==> src/rtl/snake_pkg.sv <==
// Shared snake design types: game mode encoding and on-screen button geometry.
package snake_pkg;

    typedef enum logic [2:0] {
        MENU      = 3'd0,
        COUNTDOWN = 3'd1,
        GAME      = 3'd2,
        WIN       = 3'd3,
        LOSE      = 3'd4,
        DRAW      = 3'd5,
        ERROR     = 3'd6
    } game_mode;

    // All buttons share one column; rows are disjoint so END and REMATCH never overlap.
    localparam int BUTTONS_X   = 200;
    localparam int BUTTONS_W   = 240;
    localparam int BUTTONS_H   = 60;
    localparam int BUTTON2_Y   = 200;
    localparam int BUTTONEND_Y = 300;
    localparam int BUTTONREM_Y = 400;
    localparam int BUTTONE_Y   = 500;

endpackage

==> src/rtl/button_hit.sv <==
// Rectangular hit test of a click against one button region [X, X+W) x [Y, Y+H).
module button_hit #(
    parameter int X       = 0,
    parameter int Y       = 0,
    parameter int W       = 1,
    parameter int H       = 1,
    parameter int COORD_W = 12
) (
    input  logic               click,
    input  logic [COORD_W-1:0] x,
    input  logic [COORD_W-1:0] y,
    output logic               hit
);

    // One extra bit so X+W / Y+H cannot wrap at the top of the coordinate range.
    localparam logic [COORD_W:0] X_LO = (COORD_W+1)'(X);
    localparam logic [COORD_W:0] X_HI = (COORD_W+1)'(X + W);
    localparam logic [COORD_W:0] Y_LO = (COORD_W+1)'(Y);
    localparam logic [COORD_W:0] Y_HI = (COORD_W+1)'(Y + H);

    logic [COORD_W:0] x_ext;
    logic [COORD_W:0] y_ext;

    assign x_ext = {1'b0, x};
    assign y_ext = {1'b0, y};
    assign hit   = click && (x_ext >= X_LO) && (x_ext < X_HI)
                         && (y_ext >= Y_LO) && (y_ext < Y_HI);

endmodule

==> src/rtl/game_mode_fsm.sv <==
// Top-level snake game mode sequencer with countdown, rematch and click hit-testing.
// Optional GAME_MODE_ERR_TIMEOUT_EN: ERROR returns to MENU after ERR_TIMEOUT_S seconds.
//
// state     | meaning
// MENU      | idle, waiting for local START click or remote start
// COUNTDOWN | pre-game seconds countdown, tick_1s running
// GAME      | game in progress, waiting for a result or link error
// WIN/LOSE/DRAW | result screen, END / REMATCH / remote restart
// ERROR     | link error screen, tick_1s running, exit via ERRBTN
module game_mode_fsm
    import snake_pkg::*;
#(
    parameter int CLK_HZ        = 75_000_000,
    parameter int COUNTDOWN_S   = 3,
    parameter int ERR_TIMEOUT_S = 10,
    parameter int COORD_W       = 12
) (
    input  logic               clk_75,
    input  logic               rst_n,
    input  logic               start_game,
    input  logic               won,
    input  logic               lost,
    input  logic               draw,
    input  logic               con_error,
    input  logic [COORD_W-1:0] click_x,
    input  logic [COORD_W-1:0] click_y,
    input  logic               click_e,
    output game_mode           mode,
    output logic               local_start,
    output logic [3:0]         countdown,
    output logic               tick_1s
);

    localparam int              PW        = $clog2(CLK_HZ);
    localparam logic [PW-1:0]   PRESC_MAX = PW'(CLK_HZ - 1);
    localparam logic [3:0]      CD_INIT   = 4'(COUNTDOWN_S);

    logic [PW-1:0] presc;
    logic          click_q;
    logic          click;
    logic          wrap;
    logic          timeout;
    logic          hit_start;
    logic          hit_end;
    logic          hit_rem;
    logic          hit_err;

    assign click = click_e & ~click_q;
    assign wrap  = (presc == PRESC_MAX);

    button_hit #(.X(BUTTONS_X), .Y(BUTTON2_Y), .W(BUTTONS_W), .H(BUTTONS_H), .COORD_W(COORD_W))
        u_hit_start (.click(click), .x(click_x), .y(click_y), .hit(hit_start));
    button_hit #(.X(BUTTONS_X), .Y(BUTTONEND_Y), .W(BUTTONS_W), .H(BUTTONS_H), .COORD_W(COORD_W))
        u_hit_end (.click(click), .x(click_x), .y(click_y), .hit(hit_end));
    button_hit #(.X(BUTTONS_X), .Y(BUTTONREM_Y), .W(BUTTONS_W), .H(BUTTONS_H), .COORD_W(COORD_W))
        u_hit_rem (.click(click), .x(click_x), .y(click_y), .hit(hit_rem));
    button_hit #(.X(BUTTONS_X), .Y(BUTTONE_Y), .W(BUTTONS_W), .H(BUTTONS_H), .COORD_W(COORD_W))
        u_hit_err (.click(click), .x(click_x), .y(click_y), .hit(hit_err));

`ifdef GAME_MODE_ERR_TIMEOUT_EN
    localparam int            EW       = $clog2(ERR_TIMEOUT_S + 1);
    localparam logic [EW-1:0] ERR_INIT = EW'(ERR_TIMEOUT_S);

    logic [EW-1:0] err_cnt;

    // Held at the reload value outside ERROR, so every ERROR visit starts a full timeout.
    always_ff @(posedge clk_75 or negedge rst_n) begin
        if (!rst_n)
            err_cnt <= ERR_INIT;
        else if (mode != ERROR)
            err_cnt <= ERR_INIT;
        else if (wrap)
            err_cnt <= err_cnt - EW'(1);
    end

    assign timeout = (mode == ERROR) && wrap && (err_cnt == EW'(1));
`else
    assign timeout = 1'b0;
`endif

    always_ff @(posedge clk_75 or negedge rst_n) begin
        if (!rst_n) begin
            mode        <= MENU;
            local_start <= 1'b0;
            countdown   <= 4'd0;
            tick_1s     <= 1'b0;
            presc       <= '0;
            click_q     <= 1'b0;
        end else begin
            click_q <= click_e;
            tick_1s <= 1'b0;
            presc   <= '0;
            case (mode)
                MENU: begin
                    countdown <= 4'd0;
                    if (hit_start) begin
                        mode        <= COUNTDOWN;
                        local_start <= 1'b1;
                        countdown   <= CD_INIT;
                    end else if (start_game) begin
                        mode        <= COUNTDOWN;
                        local_start <= 1'b0;
                        countdown   <= CD_INIT;
                    end
                end
                COUNTDOWN: begin
                    if (con_error) begin
                        mode      <= ERROR;
                        countdown <= 4'd0;
                    end else if (wrap) begin
                        tick_1s <= 1'b1;
                        if (countdown == 4'd1) begin
                            mode      <= GAME;
                            countdown <= 4'd0;
                        end else begin
                            countdown <= countdown - 4'd1;
                        end
                    end else begin
                        presc <= presc + PW'(1);
                    end
                end
                GAME: begin
                    if (con_error)  mode <= ERROR;
                    else if (won)   mode <= WIN;
                    else if (lost)  mode <= LOSE;
                    else if (draw)  mode <= DRAW;
                end
                WIN, LOSE, DRAW: begin
                    if (hit_end) begin
                        mode        <= MENU;
                        local_start <= 1'b0;
                    end else if (hit_rem) begin
                        mode        <= COUNTDOWN;
                        local_start <= 1'b1;
                        countdown   <= CD_INIT;
                    end else if (start_game) begin
                        mode        <= COUNTDOWN;
                        local_start <= 1'b0;
                        countdown   <= CD_INIT;
                    end
                end
                ERROR: begin
                    if (wrap)
                        tick_1s <= 1'b1;
                    else
                        presc <= presc + PW'(1);
                    if (hit_err || timeout) begin
                        mode        <= MENU;
                        local_start <= 1'b0;
                        presc       <= '0;
                    end
                end
                default: begin
                    mode        <= MENU;
                    local_start <= 1'b0;
                    countdown   <= 4'd0;
                end
            endcase
        end
    end

endmodule

==> config.mk <==
export PLATFORM = sky130hd
export DESIGN_NAME = game_mode_fsm
export DESIGN_NICKNAME = d
export VERILOG_FILES = /design/src/rtl/snake_pkg.sv /design/src/rtl/button_hit.sv /design/src/rtl/game_mode_fsm.sv
export SDC_FILE = /design/constraint.sdc
export NUM_CORES = 1
export LEC_CHECK = 0
export BUFFER_PORTS_ARGS = -buffer_cell sky130_fd_sc_hd__buf_2
export CAP_MARGIN = 20
export CORE_ASPECT_RATIO = 1.2
export CORE_MARGIN = 3
export CORE_UTILIZATION = 55
export DETAILED_ROUTE_END_ITERATION = 10
export PLACE_DENSITY = 0.79
export SLEW_MARGIN = 15
export SYNTH_ARGS = -nofsm -noshare
export SYNTH_HDL_FRONTEND = slang
export SYNTH_SLANG_ARGS = --single-unit
==> constraint.sdc <==
create_clock -name clk_75 -period 6.7 [get_ports clk_75]
set_input_delay 1.675 -clock clk_75 [delete_from_list [all_inputs] [get_ports clk_75]]
set_output_delay 1.675 -clock clk_75 [all_outputs]
set_load 0.01 [all_outputs]
# ---- Word level (Yosys, flattened, before mapping)
# Index checks and enable logic that the tools add are counted.
dict set report totals {
  latch_bits 0
  ramBits 0
  ff_bits 37
  mem_bits_ro 0
  mem_count 0
}
dict set report op_classes {
  n_addsub 2
  n_eq_ne 14
  n_reduce_logical 17
  div 0
  bitwise 4
  muxes 35
  shift 0
  multipliers 0
  n_lt_le_gt_ge 10
}
# operator count
set op_table {}
lappend op_table {{$mux 27} 3}
lappend op_table {{$pmux 27 s2} 1}
lappend op_table {{$lt 12x9->1 const B} 4}
lappend op_table {{$ge 12x9->1 const B} 3}
lappend op_table {{$mux 3} 12}
lappend op_table {{$add 27x1->27 const B} 1}
lappend op_table {{$eq 27x27->1 const B} 1}
lappend op_table {{$ge 12x8->1 const B} 2}
lappend op_table {{$mux 4} 6}
lappend op_table {{$pmux 4 s4} 1}
lappend op_table {{$pmux 3 s5} 1}
lappend op_table {{$lt 12x10->1 const B} 1}
lappend op_table {{$logic_and 1x1->1} 10}
lappend op_table {{$eq 3x3->1 const B} 3}
lappend op_table {{$ne 3x3->1 const B} 3}
lappend op_table {{$reduce_and 4->1} 2}
lappend op_table {{$mux 1} 7}
lappend op_table {{$eq 3x2->1 const B} 2}
lappend op_table {{$ne 5x5->1 const B} 1}
lappend op_table {{$eq 4x1->1 const B} 1}
lappend op_table {{$mux 2} 2}
lappend op_table {{$ne 2x2->1 const B} 2}
lappend op_table {{$pmux 1 s4} 1}
lappend op_table {{$reduce_or 2->1} 2}
lappend op_table {{8 further kinds} 10}

# ---- Longest topological paths before layout
dict set report logic_depth {
  depth_word 9
  mapped_depth 8
}

# ---- By module
# From an unflattened synthesis, not the netlist that was laid out.
dict set report hier_totals {
  cells_unflattened 308
  hier_area_um2 2655.0
}
# mod cells_per_inst instances area_each_um2 seq_area_each_um2
set modules_own_cells {}
lappend modules_own_cells {game_mode_fsm 256 1 2249.7 925.9}
lappend modules_own_cells {{button_hit (u_hit_err)} 14 1 118.9 0.0}
lappend modules_own_cells {{button_hit (u_hit_start)} 12 1 102.6 0.0}
lappend modules_own_cells {{button_hit (u_hit_rem)} 13 1 93.8 0.0}
lappend modules_own_cells {{button_hit (u_hit_end)} 13 1 90.1 0.0}

# ---- Worst setup path after synthesis
# No wires, ideal clock.
dict set report synth_path {
  kind {input port to flip-flop}
  from {in click_y[6]}
  to {reg countdown[0]}
  t_arrival_ns 3.254
  stages 7
  slack_ns 3.321
  setup_ns 0.125
  path_buffers 1
  cell_sequence {clkbuf_1 o21ba_2 a21oi_1 a2111o_1 a21o_1 or2_4 mux2_4}
}
dict set report synth_between {
  elab_chain_cells 6
  elab_cells_between_ends 19
  classes_between {order compare: 6; eq/ne: 2; mux: 4; reduce/logical: 7}
}
# element line
set synth_rtl {}
lappend synth_rtl {{start: declaration} game_mode_fsm.sv:26} ;# input logic [COORD_W-1:0] click_y,
lappend synth_rtl {{$ge 12x9->1} button_hit.sv:27} ;# && (y_ext >= Y_LO) && (y_ext < Y_HI);
lappend synth_rtl {{$logic_and 1x1->1 (2 in series)} button_hit.sv:27}
lappend synth_rtl {{$mux 4} game_mode_fsm.sv:132} ;# end else if (hit_rem) begin
lappend synth_rtl {{$mux 4} game_mode_fsm.sv:129} ;# if (hit_end) begin
lappend synth_rtl {{$pmux 4 s4} game_mode_fsm.sv:93} ;# case (mode)
lappend synth_rtl {{end signal: assignment} game_mode_fsm.sv:116} ;# countdown <= countdown - 4'd1;
lappend synth_rtl {{end: declaration} game_mode_fsm.sv:30} ;# output logic [3:0] countdown,
# Parallel ways exist; a longest one is shown, timed or not. The select of a mux whose other input is x is not followed.
# A chain may end at the register's enable or synchronous reset.

# ---- Final worst setup path
dict set report layout_path {
  from {in click_x[10]}
  to {reg presc[8]}
}
dict set report layout_between {
  elab_chain_cells 7
  elab_cells_between_ends 8
  classes_between {order compare: 2; mux: 2; reduce/logical: 4}
}
# element line
set layout_rtl {}
lappend layout_rtl {{start: declaration} game_mode_fsm.sv:25} ;# input logic [COORD_W-1:0] click_x,
lappend layout_rtl {{$ge 12x8->1} button_hit.sv:26} ;# assign hit = click && (x_ext >= X_LO) && (x_ext < X_HI)
lappend layout_rtl {{$logic_and 1x1->1} button_hit.sv:26}
lappend layout_rtl {{$logic_and 1x1->1 (*)} button_hit.sv:26}
lappend layout_rtl {{$logic_and 1x1->1 (*) (2 in series)} button_hit.sv:27}
lappend layout_rtl {{$mux 27 (*)} game_mode_fsm.sv:147} ;# if (hit_err || timeout) begin
lappend layout_rtl {{$pmux 27 s2 (*)} game_mode_fsm.sv:93}
lappend layout_rtl {{end signal: assignment} game_mode_fsm.sv:119} ;# presc <= presc + PW'(1);
lappend layout_rtl {{end signal: assignment} game_mode_fsm.sv:146} ;# presc <= presc + PW'(1);
lappend layout_rtl {{end: declaration} game_mode_fsm.sv:38} ;# logic [PW-1:0] presc;
# Every way passes the cells marked *; elsewhere a longest branch is shown, timed or not.

==> key figures <==
Layout
  • Area growth syn-to-layout: 14.6%
  • # fillers: 314
  • Fin cells: 343
  • Diodes inserted: 0
  • Most frequent cells in the layout: 46 x nor2_1, 37 x dfrtp_1, 35 x buf_2, 25 x nand2_1, 15 x xnor2_1
  • Most common cell after layout, fill and taps aside: nor2_1
  • Final nets: 325
  • Share of cells above drive strength 1: 18.2%

STA
  • Worst slew margin: 44.5%
  • Max Fclk: 0.281 GHz
  • # setup viols final: 0
  • Post-layout min period: 3.56 ns
  • Hold violation count in the final report: 0
  • Slew Viols, Final: 0
  • Slack of the critical path: 3.14 ns
  • Fin crit share: 53.1%
  • RSZ-0062 raised after global routing: no
  • Tightest Pin Transition: 0.832 ns
  • Setup tns final: 0 ns
  • Clock skew: 0.00920 ns

Clocking
  • Post-CTS Setup Bufs: 0
  • TritonCTS buffer count: 5
  • # clock sinks: 37
  • Clock Tree Buf Depth: 2
  • Worst skew pair latency: 0.29 ns
  • Root buffer cell: clkbuf_8
  • CTS tree: yes
  • PostCTS Resize Cnt: 0
  • H-tree depth: 2
  • Clock-pin slew on the worst setup and hold paths: 0.07 ns
  • CTS Hold Bufs: 0

Route
  • Via density: 5.71
  • Final ANT Viol Nets: 0
  • Initial DRC count: 196
  • Routed length on met2: 2.33 mm
  • Drt pass-1 iters: 4
  • DRC: 0
  • WL met1: 2.09 mm
  • WL met3: 169 µm
  • Detailed-route via count: 1,957
  • Top Metal Used: met4
  • Final wirelength: 4.65 mm
  • Drt wl/cell: 13.5 µm

Run
  • Max-cap violations: 0

Synth
  • Prevailing post-synth register cell: dfrtp_1
  • Ys async rst share: 100%
  • Register area share after synthesis: 40.9%
  • YS warnings: 0
  • Synth Cell Area: 2260 µm²
  • Syn_area_per_cell: 8.88 µm²
  • Yosys cell types: 56
  • EDFF count, synth: 0
  • Cell count after synthesis: 255
  • Net count after synthesis: 290
  • Post-synthesis register bit count: 37

Power
  • PwrDens: 279 nW/µm²
  • Leak: 1.09 nW
  • Design Power: 0.724 mW
  • VDD IR-drop max: 0.153 mV

Critical path
  • Startpoint Class: input port
  • Required time worst endpoint: 6.83 ns
  • Most used cell, CP: nand2_1
  • Start of the worst register-to-register path: presc[18]
  • Crit. Startpoint: click_x[10]
  • Endpoint type of the worst setup path: flip-flop
  • Critical path, cell by cell: buf_2, nor4_1, nand3_1, o311ai_1, nand2_1, nand2_1, nor2_1
  • Crit path kind: in2reg
  • Crit path arrival time: 3.69 ns
  • Critical Path Max Stage Delay: 0.63 ns
  • Crit-path max FO: 26
  • CP max stage cell: nand2_1

Global routing
  • Total GRT Usage: 19.7%
  • First-pass GRT wire length: 7.98 mm
  • Largest net degree at the start of global routing: 38
  • Vias in the first global route: 1,822
  • Initial antenna violation count: 0
  • Grt ovf: 0

Placement
  • GPL Wtd Cong: 0.851
  • DP Worst Slack: 2.77 ns
  • Post-DP HPWL: 3.36 mm
  • IO buf count: 35
  • Post-placement cell count: 335

Floorplanning
  • Die Height: 76.3 µm
  • CORE AREA: 3780 µm²
  • Starting density of the core: 59.9%
  • Die area: 4930 µm²
  • Chip Width: 64.6 µm
  • Ports: 41
  • FP Rows: 24

Status
  • Status: finished, final reports clean

Min path
  • Min-Delay Path Class: reg2reg
  • Beginning of the worst hold path: presc[0]
## metrics by stage
| stage | util [%] | hold WS (ns) | area, µm² |
|---|---|---|---|
| global route | 68.6 | 0.501 | 2600 |
| finish | 68.6 | 0.468 | 2600 |
| global placement | 65.4 | 0.436 | 2480 |
| floorplan | - | 0.424 | 2260 |
| CTS | 68.6 | 0.471 | 2600 |
| detailed placement | 65.4 | 0.457 | 2480 |
## registers in the layout (all words and copies together) (netlist names)
register,cells
presc,27
click_q,1
countdown,4
tick_1s,1
mode,3
local_start,1
## worst paths after layout
kind / to / slack (ns) / depth (start not counted)
worst max register to register: presc[8] / 3.86 / 5
worst max-delay path: presc[8] / 3.14 / 7
worst min register to register: presc[0] / 0.47 / 1
min in group asynchronous: tick_1s / 1.49 / 1
max in group asynchronous: presc[9] / 4.69 / 1
worst min-delay path: presc[0] / 0.47 / 1
## cell type report
| class | instances | area, µm² | area share [%] |
|---|---|---|---|
| clock inverter | 2 | 37.5 | 1.45 |
| timing repair buffer | 35 | 175 | 6.75 |
| inverter | 8 | 30.0 | 1.16 |
| sequential | 37 | 926 | 35.7 |
| clock buffer | 6 | 82.6 | 3.18 |
| multi-input combinational | 203 | 1280 | 49.3 |
| tap | 52 | 65.1 | 2.51 |
## kinds of logic after synthesis
family | synth area share, %
AND/OR/NAND/NOR | 28.1
AO/OA/AOI/OAI | 14.8
flip-flops | 40.9
XOR/XNOR | 9.67
buffers and inverters | 2.60
multiplexers | 2.27
adder cells (fa/ha/maj) | 1.66
## power by group
part           switching, mW  internal [mW]  total (mW)  leakage (nW)
combinational          0.132          0.107       0.239         0.533
clock                 0.0792          0.121       0.200        0.0574
sequential            0.0401          0.245       0.285         0.504
## routing by layer
metal	global-route usage (%)	up-vias
met1	23.6	923
li1	-	978
met5	0	-
met4	4.65	0
met3	3.98	9
met2	35.5	47
## cells in the mapped netlist, types with 3 or more instances
cell type	number	area share [%]
a21oi_1	5	1.1
and3_1	4	1.1
clkbuf_1	5	0.83
dfrtp_1	37	41
ha_1	3	1.7
inv_1	8	1.3
nand2_1	25	4.1
nand2b_1	3	0.83
nand3_1	9	2.0
nand4_1	5	1.4
nor2_1	46	7.6
nor2b_1	3	0.83
nor3_1	8	1.8
nor4_1	3	0.83
nor4b_1	3	1.2
o211ai_1	3	0.99
o21a_1	3	0.99
o21ai_0	4	0.88
o21ai_1	3	0.66
o31ai_1	3	0.99
xnor2_1	15	5.8
xor2_1	10	3.9
## worst max-delay path, delay by kind of cell
family	cells	cell delay, ns
and+or+nand+nor	5	1.38
buffers and inverters	1	0.09
AOI/OAI and AO/OA	1	0.54
Note: power is estimated with default switching activity, not from simulation.
